**src/rtl/varredura_pkg.sv**
```systemverilog
// Shared definitions for the servo sweep sequencer: state encoding (also
// exported on db_estado) and sweep limits/direction constants.
package varredura_pkg;

    typedef enum logic [3:0] {
        INICIAL   = 4'd0,
        POSICIONA = 4'd1,
        MEDE      = 4'd2,
        ESPERA    = 4'd3,
        REGISTRA  = 4'd4,
        PROXIMA   = 4'd5
    } estado_t;

    localparam logic [2:0] POS_MIN  = 3'd0;
    localparam logic [2:0] POS_MAX  = 3'd7;
    localparam logic       SUBINDO  = 1'b0;
    localparam logic       DESCENDO = 1'b1;

endpackage

```
**src/rtl/contador_ciclos.sv**
```systemverilog
// Cycle counter with synchronous clear, count enable and an equality flag
// against a runtime limit; saturates at all-ones instead of wrapping.
module contador_ciclos #(
    parameter int LARGURA = 32
) (
    input  logic               clock,
    input  logic               reset,
    input  logic               limpa,
    input  logic               conta,
    input  logic [LARGURA-1:0] limite,
    output logic               atingiu
);

    logic [LARGURA-1:0] valor_q;
    logic [LARGURA-1:0] valor_d;

    always_comb begin
        valor_d = valor_q;
        if (limpa) begin
            valor_d = '0;
        end else if (conta && (valor_q != '1)) begin
            valor_d = valor_q + 1'b1;
        end
    end

    always_ff @(posedge clock) begin
        if (reset) begin
            valor_q <= '0;
        end else begin
            valor_q <= valor_d;
        end
    end

    assign atingiu = (valor_q == limite);

endmodule

```
**src/rtl/controle_varredura_servo.sv**
```systemverilog
// Servo sweep sequencer: settle, measure handshake, report, advance 0..7..0.
// Optional measurement timeout enabled by defining TIMEOUT_MEDIDA_EN.
module controle_varredura_servo
    import varredura_pkg::*;
#(
    parameter int T_ACOMODA    = 50000000,
    parameter int T_TIMEOUT    = 5000000,
    parameter int LARGURA_CONT = 32
) (
    input  logic       clock,
    input  logic       reset,
    input  logic       ligar,
    input  logic       fim_medida,
    output logic [2:0] posicao,
    output logic       medir,
    output logic       ponto_pronto,
    output logic       sentido,
    output logic       ativo,
    output logic       erro_timeout,
    output logic [3:0] db_estado
);

    localparam logic [LARGURA_CONT-1:0] LIM_ACOMODA = LARGURA_CONT'(T_ACOMODA - 1);
    localparam logic [LARGURA_CONT-1:0] LIM_TIMEOUT = LARGURA_CONT'(T_TIMEOUT - 1);

    estado_t estado_q, estado_d;
    logic [2:0] posicao_q, posicao_d;
    logic sentido_q, sentido_d;
    logic cont_limpa, cont_conta, cont_atingiu;
    logic [LARGURA_CONT-1:0] cont_limite;
`ifdef TIMEOUT_MEDIDA_EN
    logic erro_timeout_q, erro_timeout_d;
`endif

    contador_ciclos #(
        .LARGURA(LARGURA_CONT)
    ) u_contador (
        .clock  (clock),
        .reset  (reset),
        .limpa  (cont_limpa),
        .conta  (cont_conta),
        .limite (cont_limite),
        .atingiu(cont_atingiu)
    );

    always_comb begin
        estado_d    = estado_q;
        posicao_d   = posicao_q;
        sentido_d   = sentido_q;
        cont_limpa  = 1'b0;
        cont_conta  = 1'b0;
        cont_limite = LIM_ACOMODA;
`ifdef TIMEOUT_MEDIDA_EN
        erro_timeout_d = 1'b0;
`endif
        case (estado_q)
            INICIAL: begin
                if (ligar) begin
                    estado_d   = POSICIONA;
                    cont_limpa = 1'b1;
                end
            end
            POSICIONA: begin
                cont_conta = 1'b1;
                if (cont_atingiu) begin
                    estado_d = MEDE;
                end
            end
            MEDE: begin
                estado_d   = ESPERA;
                cont_limpa = 1'b1;
            end
            ESPERA: begin
                cont_conta  = 1'b1;
                cont_limite = LIM_TIMEOUT;
                // fim_medida takes priority over a timeout expiring in the same cycle
                if (fim_medida) begin
                    estado_d = REGISTRA;
                end
`ifdef TIMEOUT_MEDIDA_EN
                else if (cont_atingiu) begin
                    estado_d       = PROXIMA;
                    erro_timeout_d = 1'b1;
                end
`endif
            end
            REGISTRA: begin
                estado_d = PROXIMA;
            end
            PROXIMA: begin
                if (!ligar) begin
                    estado_d = INICIAL;
                end else begin
                    estado_d   = POSICIONA;
                    cont_limpa = 1'b1;
                    // Endpoints reverse direction and step back, so each end is measured once per turn
                    if (sentido_q == SUBINDO) begin
                        if (posicao_q == POS_MAX) begin
                            sentido_d = DESCENDO;
                            posicao_d = POS_MAX - 3'd1;
                        end else begin
                            posicao_d = posicao_q + 3'd1;
                        end
                    end else begin
                        if (posicao_q == POS_MIN) begin
                            sentido_d = SUBINDO;
                            posicao_d = POS_MIN + 3'd1;
                        end else begin
                            posicao_d = posicao_q - 3'd1;
                        end
                    end
                end
            end
            default: begin
                estado_d = INICIAL;
            end
        endcase
    end

    always_ff @(posedge clock) begin
        if (reset) begin
            estado_q  <= INICIAL;
            posicao_q <= POS_MIN;
            sentido_q <= SUBINDO;
        end else begin
            estado_q  <= estado_d;
            posicao_q <= posicao_d;
            sentido_q <= sentido_d;
        end
    end

`ifdef TIMEOUT_MEDIDA_EN
    always_ff @(posedge clock) begin
        if (reset) begin
            erro_timeout_q <= 1'b0;
        end else begin
            erro_timeout_q <= erro_timeout_d;
        end
    end
    assign erro_timeout = erro_timeout_q;
`else
    assign erro_timeout = 1'b0;
`endif

    assign posicao      = posicao_q;
    assign sentido      = sentido_q;
    assign medir        = (estado_q == MEDE);
    assign ponto_pronto = (estado_q == REGISTRA);
    assign ativo        = (estado_q != INICIAL);
    assign db_estado    = estado_q;

endmodule

```
**config.mk**
```make
export PLATFORM = sky130hd
export DESIGN_NAME = controle_varredura_servo
export DESIGN_NICKNAME = d
export VERILOG_FILES = /design/src/rtl/varredura_pkg.sv /design/src/rtl/contador_ciclos.sv /design/src/rtl/controle_varredura_servo.sv
export SDC_FILE = /design/constraint.sdc
export NUM_CORES = 1
export LEC_CHECK = 0
export CELL_PAD_IN_SITES_DETAIL_PLACEMENT = 2
export CELL_PAD_IN_SITES_GLOBAL_PLACEMENT = 2
export CORE_MARGIN = 2
export CORE_UTILIZATION = 31
export DETAILED_ROUTE_END_ITERATION = 10
export PLACE_DENSITY_LB_ADDON = 0.3
export REMOVE_ABC_BUFFERS = 1
export SLEW_MARGIN = 10
export SYNTH_ARGS = -nofsm -noshare
export SYNTH_HDL_FRONTEND = slang
export SYNTH_SLANG_ARGS = --single-unit
```
**constraint.sdc**
```tcl
create_clock -name clock -period 2.03 [get_ports clock]
set_clock_uncertainty 0.2 [all_clocks]
set_input_delay 0.406 -clock clock [delete_from_list [all_inputs] [get_ports clock]]
set_output_delay 0.406 -clock clock [all_outputs]
set_load 0.05 [all_outputs]
```
==> results of run 1 <==
-- final cells by class --
cell class                 instances  area [um^2]  share of cell area
tap                               96          120              0.0397
sequential                        39          790               0.261
clock buffer                       6         72.6              0.0240
timing repair buffer              75          652               0.215
multi-input combinational        208         1360               0.449
inverter                           9         33.8              0.0112
-- metrics by stage --
step                      std cells  utilization  instance area, um^2  power, mW
after floorplan                 256            -                 2100      0.837
after global placement          422        0.414                 2830      0.892
after detailed placement        422        0.414                 2830      0.895
after CTS                       428        0.429                 2930       1.39
after global routing            433        0.443                 3030       1.44
final                           433        0.443                 3030       1.38
-- flip-flops by register name, indices dropped and copies added (netlist names) --
name / flops
u_contador.valor_q: 32
sentido: 1
posicao: 3
db_estado: 3
-- metal layers --
metal  routed length [um]  track usage
met1                 3580        0.264
met5                    0            0
met4                   87       0.0537
met2                 4170        0.402
met3                  221       0.0386
-- cells by family (layout without fill, tap and decap cells) --
kind of cell,Yosys count,in the layout,synth area share
flops,39,39,0.356
mux,1,1,0.00513
buf+inv,27,90,0.0588
other cells,1,2,0.00171
xor+xnor,11,11,0.0439
simple gates,121,121,0.312
compound gates,68,68,0.194
fa+ha+maj,5,5,0.0285
-- worst register-to-register path: stages (launching register included) --
cell and delay, ns:
dfxtp_1 0.34, and4_1 0.26, buf_4 0.16, nand4_1 0.22
o2111ai_1 0.27, buf_4 0.20, o21ai_0 0.11, a21oi_1 0.16
-- synth_stat cells, types with 5 or more instances --
| library cell | instances | area [um^2] |
|---|---|---|
| inv_1 | 9 | 33.8 |
| a31oi_1 | 5 | 31.3 |
| xnor2_1 | 10 | 87.6 |
| o21ai_0 | 19 | 95.1 |
| nand2_1 | 20 | 75.1 |
| and3_1 | 8 | 50.1 |
| or3_1 | 15 | 93.8 |
| nand4_1 | 14 | 87.6 |
| nand3_1 | 11 | 55.1 |
| nor2_1 | 20 | 75.1 |
| ha_1 | 5 | 62.6 |
| dfxtp_1 | 39 | 781 |
| a211oi_1 | 6 | 45.0 |
| and4_1 | 8 | 70.1 |
| a21oi_1 | 21 | 105 |
| clkbuf_1 | 9 | 33.8 |
-- what timing repair did --
action                                 CTS  global route
endpoints found under the hold margin    0             0
hold buffers                             0             0
pin swaps                                1             8
gates cloned                             0             0
setup endpoints to repair               20            24
resized for setup                        9            23
buffers inserted                         0             5
-- final timing paths --
| check | endpoint | slack (ns) |
|---|---|---|
| worst max-delay path | u_contador.valor_q[25]$_SDFFE_PP0P_ | 0.03 |
| worst min-delay path | db_estado[1]$_SDFFE_PP0P_ | 0.31 |
| worst max register to register | u_contador.valor_q[25]$_SDFFE_PP0P_ | 0.03 |
| worst min register to register | db_estado[1]$_SDFFE_PP0P_ | 0.31 |
-- power by group --
part           total, mW  leakage, nW  internal [mW]  switching (mW)
sequential         0.770        0.318          0.768         0.00215
combinational      0.118        0.750         0.0473          0.0706
clock              0.492       0.0371          0.229           0.262
==> impl_metrics.csv, run 1 <==
group,metric,value,unit
run_status,status,"finished, final reports clean",
finish,final_common_cell,"buf_4",
worst_setup_path,worst-path-max-fanout,9,
synthesis,ys.warnings.count,0,
worst_setup_path,critical_path_class,"reg2reg",
floorplanning,core-area,0.00683,mm^2
cts,cts_root_buffer,"clkbuf_8",
synthesis,async_reset_ff_frac,0,
finish,diodes,0,
min_path,min_from,"db_estado[2]$_SDFFE_PP0P_",
finish,drive_gt1_frac,0.320,
global_routing,grt-ovfl-total,0,
timing,fin_tns_setup,0,ns
worst_setup_path,r2r_cells,7,
cts,clk_path_buf_depth,2,
timing,whs,0.307,ns
timing,period_minus_slack,2.00,ns
cts,cts_made_buffers,5,
floorplanning,start_util,0.321,
detailed_routing,first_iter_violations,88,
synthesis,syn-instance-count,273,
floorplanning,die_y,88.1,um
synthesis,seq_area_frac_synth,0.356,
synthesis,synth_edf_count,0,
synthesis,ys.flop_type,"dfxtp_1",
finish,nFillCells,774,
cts,htreeDepth,2,
placed_design,dp_hpwl,5950,um
floorplanning,die_x,88.1,um
min_path,hold_path.class,"reg2reg",
synthesis,ys_seq_elements,39,
worst_setup_path,end_kind,"register",
placed_design,pre_cts_slack,-0.323,ns
power_and_ir_drop,power_density,455,mW/mm^2
timing,timing.final.crit_share,0.983,
cts,cts_tree,"done",
detailed_routing,first_pass_iters,4,
worst_setup_path,cp_data_required_time,2.04,ns
timing,final_hold_viol_count,0,
global_routing,grt_use_total,0.219,
timing,slew_violations,0,
cts,cts.sinks,39,
synthesis,ys_types,47,
worst_setup_path,path_cells,"and4_1, buf_4, nand4_1, o2111ai_1, buf_4, o21ai_0, a21oi_1",
worst_setup_path,crit_cells,7,
worst_setup_path,start_kind,"register",
worst_setup_path,crit_family,"compound AO/OA/AOI/OAI gates",
floorplanning,num_rows,30,
global_routing,grt_pass1_vias,2615,
worst_setup_path,cp.buffers_inverters,2,
floorplanning,die_area,0.00776,mm^2
power_and_ir_drop,vdd.ir_drop.worst,0.189,mV
cts,clk_pin_slew_worst_paths,0.07,ns
global_routing,grt_max_degree,16,
job,maxCapViolCount,0,
finish,syn_to_final_growth,38.1,%
global_routing,grt_pass1_wl,13200,um
detailed_routing,viasPerCell,5.55,
worst_setup_path,crit_path_top_delay_cell,"dfxtp_1",
power_and_ir_drop,p_leak,1.11,nW
floorplanning,ios,16,
global_routing,antenna_found_initial,0,
cts,insertion_delay,0.29,ns
timing,fmax,501,MHz
detailed_routing,ant_nets,0,
detailed_routing,via_count,2403,
finish,mostFrequentLayoutCells,"buf_4 (65), dfxtp_1 (32), nand2_1 (19), nor2_1 (19), o21ai_0 (19)",
timing,setup_violations,0,
detailed_routing,drc,0,
timing,rsz0062_at_grt,"true",
placed_design,port_buffers,13,
finish,nets,347,
worst_setup_path,reg2reg_from,"u_contador.valor_q[26]$_SDFFE_PP0P_",
detailed_routing,routed_wl,8050,um
synthesis,synth_area,0.00219,mm^2
timing,fin_ws,0.0340,ns
synthesis,syn_avg_cell_area,8.03,um^2
placed_design,routabilityCongestion,0.776,
worst_setup_path,cp.arrival,2.01,ns
detailed_routing,wl_per_cell,18.6,um
min_path,hold_path_depth,1,
worst_setup_path,crit_top_cell,"buf_4",
worst_setup_path,crit_start,"u_contador.valor_q[26]$_SDFFE_PP0P_",
worst_setup_path,slowest_delay,0.34,ns
Power figures use the tool's default switching activity.
==> run 2: changes to the inputs <==
==> constraint.sdc (replaced) <==
create_clock -name clock -period 2.03 [get_ports clock]
set_clock_uncertainty 0.2 [all_clocks]
set_input_delay 0.3045 -clock clock [delete_from_list [all_inputs] [get_ports clock]]
set_output_delay 0.3045 -clock clock [all_outputs]
set_load 0.05 [all_outputs]
==> impl_metrics.csv, run 2 (synthesis results as in run 1) <==
group,metric,value,unit
floorplanning,start_util,0.321,
finish,final_util,0.459,
timing,period_minus_slack,2.12,ns
placed_design,routabilityCongestion,0.811,
worst_setup_path,crit_family,"simple AND/OR/NAND/NOR gates",
cts,cts_root_buffer,"clkbuf_8",
timing,slew_violations,0,
worst_setup_path,cp.arrival,2.15,ns
worst_setup_path,r2r_cells,7,
timing,rsz0062_at_grt,"true",
run_status,status,"finished, violations left",
finish,syn_to_final_growth,43.0,%
worst_setup_path,cp.buffers_inverters,2,
power_and_ir_drop,combPwrFrac,0.080,
job,maxCapViolCount,0,
finish,largest_reg_flops,32,
floorplanning,die_y,88.1,um
finish,stdcell_area,0.00314,mm^2
cts,cts_tree,"done",
timing,setup_violations,9,
placed_design,port_buffers,13,
worst_setup_path,path_cells,"buf_4, nor4bb_1, nand3_1, a211oi_2, buf_4, a32oi_1, nor3_1",
detailed_routing,viasPerCell,5.73,
finish,mostFrequentLayoutCells,"buf_4 (67), dfxtp_1 (24), nor2_1 (19), nand2_1 (19)",
cts,cts_made_buffers,5,
global_routing,grt_max_degree,19,
detailed_routing,drc,0,
power_and_ir_drop,power_density,461,mW/mm^2
timing,fin_ws,-0.0923,ns
timing,fin_tns_setup,-0.299,ns
detailed_routing,routed_wl,9860,um
floorplanning,num_rows,30,
run_status,violations,"setup timing",
finish,nets,352,
placed_design,dp_hpwl,5720,um
cts,cts.sinks,39,
worst_setup_path,crit_path_top_delay_cell,"dfxtp_1",
floorplanning,die_area,0.00776,mm^2
floorplanning,ios,16,
global_routing,antenna_found_initial,0,
timing,final_hold_viol_count,0,
detailed_routing,via_count,2523,
worst_setup_path,start_kind,"register",
worst_setup_path,end_kind,"register",
worst_setup_path,critical_path_class,"reg2reg",
worst_setup_path,slowest_delay,0.37,ns
cts,clk_pin_slew_worst_paths,0.09,ns
finish,top_register,"u_contador.valor_q",
detailed_routing,first_pass_iters,4,
detailed_routing,ant_nets,0,
power_and_ir_drop,p_leak,1.14,nW
finish,diodes,0,
worst_setup_path,worst-path-max-fanout,4,
global_routing,grt_use_total,0.217,
power_and_ir_drop,switching_share,0.272,
global_routing,grt-ovfl-total,0,
worst_setup_path,crit_start,"u_contador.valor_q[30]$_SDFFE_PP0P_",
floorplanning,die_x,88.1,um
worst_setup_path,ff2ff_setup_slack,-0.09,ns
global_routing,grt_pass1_vias,2515,
worst_setup_path,crit_top_cell,"buf_4",
finish,drive_gt1_frac,0.369,
finish,final_common_cell,"buf_4",
cts,cts.hold.buffers_added,0,
cts,insertion_delay,0.31,ns
power_and_ir_drop,p_sw,0.393,mW
power_and_ir_drop,vdd.ir_drop.worst,0.282,mV
worst_setup_path,crit_cells,7,
worst_setup_path,reg2reg_from,"u_contador.valor_q[30]$_SDFFE_PP0P_",
worst_setup_path,cp_data_required_time,2.06,ns
detailed_routing,wl_per_cell,22.4,um
detailed_routing,first_iter_violations,141,
power_and_ir_drop,p_int,1.05,mW
timing,fmax,471,MHz
placed_design,place_area,0.00280,mm^2
worst_setup_path,setup.worst_path.end,"db_estado[1]$_SDFFE_PP0P_",
power_and_ir_drop,clkPwrFrac,0.387,
timing,timing.final.crit_share,1.05,
floorplanning,core-area,0.00683,mm^2
power_and_ir_drop,power_frac_seq,0.533,
worst_setup_path,r2r_end,"db_estado[1]$_SDFFE_PP0P_",
global_routing,grt_pass1_wl,12900,um
min_path,hold_path.class,"reg2reg",
cts,clk_path_buf_depth,2,
timing,whs,0.344,ns
cts,htreeDepth,2,
[run 2: changes by cell type in the layout (fill, tap and decap cells not counted), sizes merged]
cell / previous run / this run
clkinv: 0 / 1
clkbuf: 6 / 7
dlymetal6s2s: 1 / 0
buf: 72 / 77
clkdlybuf4s50: 2 / 3
[run 2: what timing repair did]
item,4_1_cts,5_1_grt
endpoints found under the setup margin,15,17
gates resized for setup,13,46
setup buffers,2,9
pin swaps,2,14
gates cloned,0,1
[run 2: worst min-delay path by stage]
stage                                                  start                                 end  slack (ns)  cells after the start
final                                posicao[1]$_SDFFE_PP0P_             posicao[1]$_SDFFE_PP0P_        0.34                      2
after global routing      u_contador.valor_q[4]$_SDFFE_PP0P_  u_contador.valor_q[4]$_SDFFE_PP0P_        0.37                      2
after CTS                 u_contador.valor_q[7]$_SDFFE_PP0P_  u_contador.valor_q[7]$_SDFFE_PP0P_        0.33                      2
after detailed placement  u_contador.valor_q[4]$_SDFFE_PP0P_  u_contador.valor_q[4]$_SDFFE_PP0P_        0.32                      2
after global placement    u_contador.valor_q[7]$_SDFFE_PP0P_  u_contador.valor_q[7]$_SDFFE_PP0P_        0.29                      2
after floorplan                                        reset             posicao[0]$_SDFFE_PP0P_        0.18                      1
[run 2: final cells by class]
type | instances | area [um^2]
Fill cell | 757 | 3700
Clock buffer | 7 | 76.3
Multi-Input combinational cell | 208 | 1420
Sequential cell | 39 | 802
Clock inverter | 1 | 5.00
Tap cell | 96 | 120
Inverter | 9 | 33.8
Timing Repair Buffer | 80 | 681
[run 2: per-layer routing]
metal  track usage  wire (um)
met3        0.0377        357
met2         0.382       5050
met4        0.0579        204
met5             0          0
met1         0.273       4250
[run 2: metrics by stage]
stage                     setup slack [ns]  instances  power [mW]
after detailed placement            -0.267        421       0.893
after floorplan                     -0.540        256       0.837
after global placement              -0.201        421       0.890
after global routing                -0.135        440        1.50
after CTS                          0.00116        431        1.42
final                              -0.0923        440        1.44
[run 2: power by group through the flow]
stage	logic, mW	clock network (mW)	registers, mW
3_3_place_gp	0.103	0	0.787
6_report	0.116	0.559	0.769
3_5_place_dp	0.105	0	0.787
4_1_cts	0.107	0.542	0.769
2_1_floorplan	0.0416	0	0.795
5_1_grt	0.124	0.602	0.770
[run 2: worst register-to-register path: cells and delay by family (launching register included)]
kind | cells | cell delay, ns
AND/OR/NAND/NOR | 3 | 0.70
buffers and inverters | 2 | 0.35
AO/OA/AOI/OAI | 2 | 0.42
flip-flops | 1 | 0.37
==> run 3: changes to the inputs <==
- CORE_UTILIZATION: 31 -> 33
- SYNTH_HIERARCHICAL: default -> 1
==> impl_metrics.csv, run 3 <==
group,metric,value,unit
power_and_ir_drop,p_total,1.58,mW
cts,clk_pin_slew_worst_paths,0.08,ns
power_and_ir_drop,power_frac_seq,0.487,
finish,diodes,0,
cts,cts_tree,"done",
min_path,hold_path.class,"reg2reg",
detailed_routing,first_iter_violations,276,
floorplanning,core-area,0.00761,mm^2
timing,whs,0.447,ns
detailed_routing,routed_wl,17000,um
detailed_routing,wl_per_cell,32.0,um
cts,cts.hold.buffers_added,0,
placed_design,pre_cts_slack,-0.368,ns
cts,clk_path_buf_depth,2,
synthesis,yosysMostFrequentCell,"dfxtp_1",
worst_setup_path,cp.arrival,2.50,ns
synthesis,syn-instance-count,305,
run_status,status,"finished, violations left",
finish,drive_gt1_frac,0.514,
finish,largest_reg_flops,32,
synthesis,synth_edf_count,0,
finish,top_register,"u_contador/valor_q",
worst_setup_path,end_kind,"register",
worst_setup_path,critical_path_class,"reg2reg",
timing,fin_ws,-0.494,ns
placed_design,routabilityCongestion,0.842,
global_routing,antenna_found_initial,0,
floorplanning,die_x,91.8,um
timing,final_hold_viol_count,0,
floorplanning,start_util,0.335,
synthesis,syn_avg_cell_area,8.35,um^2
finish,stdcell_area,0.00419,mm^2
synthesis,seq_area_frac_synth,0.307,
finish,final_common_cell,"buf_4",
cts,insertion_delay,0.30,ns
synthesis,ys_types,56,
synthesis,async_reset_ff_frac,0,
finish,syn_to_final_growth,64.4,%
global_routing,grt_pass1_vias,3547,
timing,slew_headroom,0.562,
detailed_routing,first_pass_iters,5,
timing,timing.final.crit_share,1.24,
floorplanning,num_rows,32,
worst_setup_path,cp_data_required_time,2.00,ns
synthesis,synthTopCellsByArea,"dfxtp_1 (31%), xor2_1 (11%), a21oi_1 (4.7%), nand2_1 (3.5%), o31ai_1 (2.9%)",
timing,setup_violations,35,
floorplanning,die_area,0.00843,mm^2
detailed_routing,via_count,3320,
global_routing,grt_pass1_wl,21100,um
floorplanning,die_y,91.8,um
timing,fin_tns_setup,-6.42,ns
timing,period_minus_slack,2.52,ns
power_and_ir_drop,power_density,379,mW/mm^2
detailed_routing,ant_nets,0,
synthesis,synthTopCellsByCount,"dfxtp_1 (39), xor2_1 (33), a21oi_1 (24), nand2_1 (24), nor2_1 (17)",
worst_setup_path,worst-path-max-fanout,5,
power_and_ir_drop,combPwrFrac,0.144,
timing,worstMarginPinSlew,0.656,ns
global_routing,grt-ovfl-total,0,
cts,cts.sinks,39,
power_and_ir_drop,p_sw,0.470,mW
synthesis,ys.flop_type,"dfxtp_1",
worst_setup_path,start_kind,"register",
timing,rsz0062_at_grt,"true",
power_and_ir_drop,p_int,1.12,mW
synthesis,ys_seq_elements,39,
cts,cts_root_buffer,"clkbuf_8",
power_and_ir_drop,clkPwrFrac,0.370,
cts,htreeDepth,2,
synthesis,ys.warnings.count,6,
run_status,violations,"setup timing",
power_and_ir_drop,switching_share,0.296,
synthesis,yosys.area.top_type,"dfxtp_1",
placed_design,dp_hpwl,7870,um
synthesis,synth_area,0.00255,mm^2
finish,final_util,0.550,
cts,cts_made_buffers,5,
floorplanning,ios,16,
finish,nets,438,
power_and_ir_drop,vdd.ir_drop.worst,0.210,mV
detailed_routing,viasPerCell,6.24,
timing,fmax,396,MHz
timing,slew_violations,0,
job,maxCapViolCount,0,
finish,mostFrequentLayoutCells,"buf_4 (87), dfxtp_1 (31), xor2_1 (30), nand2_1 (22), conb_1 (21)",
detailed_routing,drc,0,
synthesis,synth_top_area_share,0.307,
power_and_ir_drop,p_leak,1.64,nW
placed_design,place_area,0.00335,mm^2
global_routing,grt_max_degree,15,
placed_design,port_buffers,13,
finish,stdcell_count,532,
global_routing,grt_use_total,0.333,
placed_design,dp.cells,500,
[run 3: final cells by class]
type / count / area, um^2
clock buffers: 6 / 82.6
clock inverters: 1 / 5.00
multi-input cells: 266 / 2200
inverters: 6 / 25.0
well taps: 102 / 128
repair buffers: 112 / 951
flip-flops and latches: 39 / 791
fillers: 806 / 3420
[run 3: worst max-delay path, cell delays in order, from the launching register on]
cell and delay, ns:
dfxtp_2 0.33, and2b_2 0.26, nand2_4 0.08, buf_6 0.15
xor2_2 0.16, nor4_2 0.32, nand4_1 0.18, nor2_1 0.19
nor2b_4 0.23, o221a_4 0.22, nor3_1 0.07
[run 3: worst paths after layout]
kind / startpoint / to / depth (start not counted) / slack [ns]
max reg2reg: db_estado[2]$_SDFFE_PP0P_ / db_estado[0]$_SDFFE_PP0P_ / 10 / -0.49
min reg2reg: posicao[1]$_SDFFE_PP0P_ / posicao[1]$_SDFFE_PP0P_ / 2 / 0.45
min: posicao[1]$_SDFFE_PP0P_ / posicao[1]$_SDFFE_PP0P_ / 2 / 0.45
max: db_estado[2]$_SDFFE_PP0P_ / db_estado[0]$_SDFFE_PP0P_ / 10 / -0.49
[run 3: cells by family (layout without fill, tap and decap cells)]
group / Yosys count / count (layout) / share of synthesized area
AND/OR/NAND/NOR: 134 / 134 / 0.309
AO/OA/AOI/OAI: 66 / 66 / 0.176
flip-flops: 39 / 39 / 0.307
XOR/XNOR: 36 / 36 / 0.124
buffers and inverters: 19 / 125 / 0.0418
multiplexers: 5 / 5 / 0.0201
adder cells (fa/ha/maj): 4 / 4 / 0.0197
other: 2 / 21 / 0.00295
[run 3: metal layers]
metal  global-route usage  wire (um)
met1                0.380       6720
met2                0.584       8210
met3               0.0715       1220
met4                0.169        857
met5                    0          0
[run 3: what timing repair did]
action	in CTS	in global routing
resized for setup	41	99
endpoints found under the hold margin	0	0
pin swaps	25	43
buffers inserted	12	15
setup endpoints to repair	30	36
cloned	1	0
[run 3: power groups by stage]
stage                     sequential [mW]  combinational [mW]  clock, mW
after global routing                0.772               0.233      0.611
after global placement              0.787               0.145          0
final                               0.771               0.228      0.586
after CTS                           0.771               0.167      0.585
after detailed placement            0.788               0.151          0
after floorplan                     0.798              0.0718          0
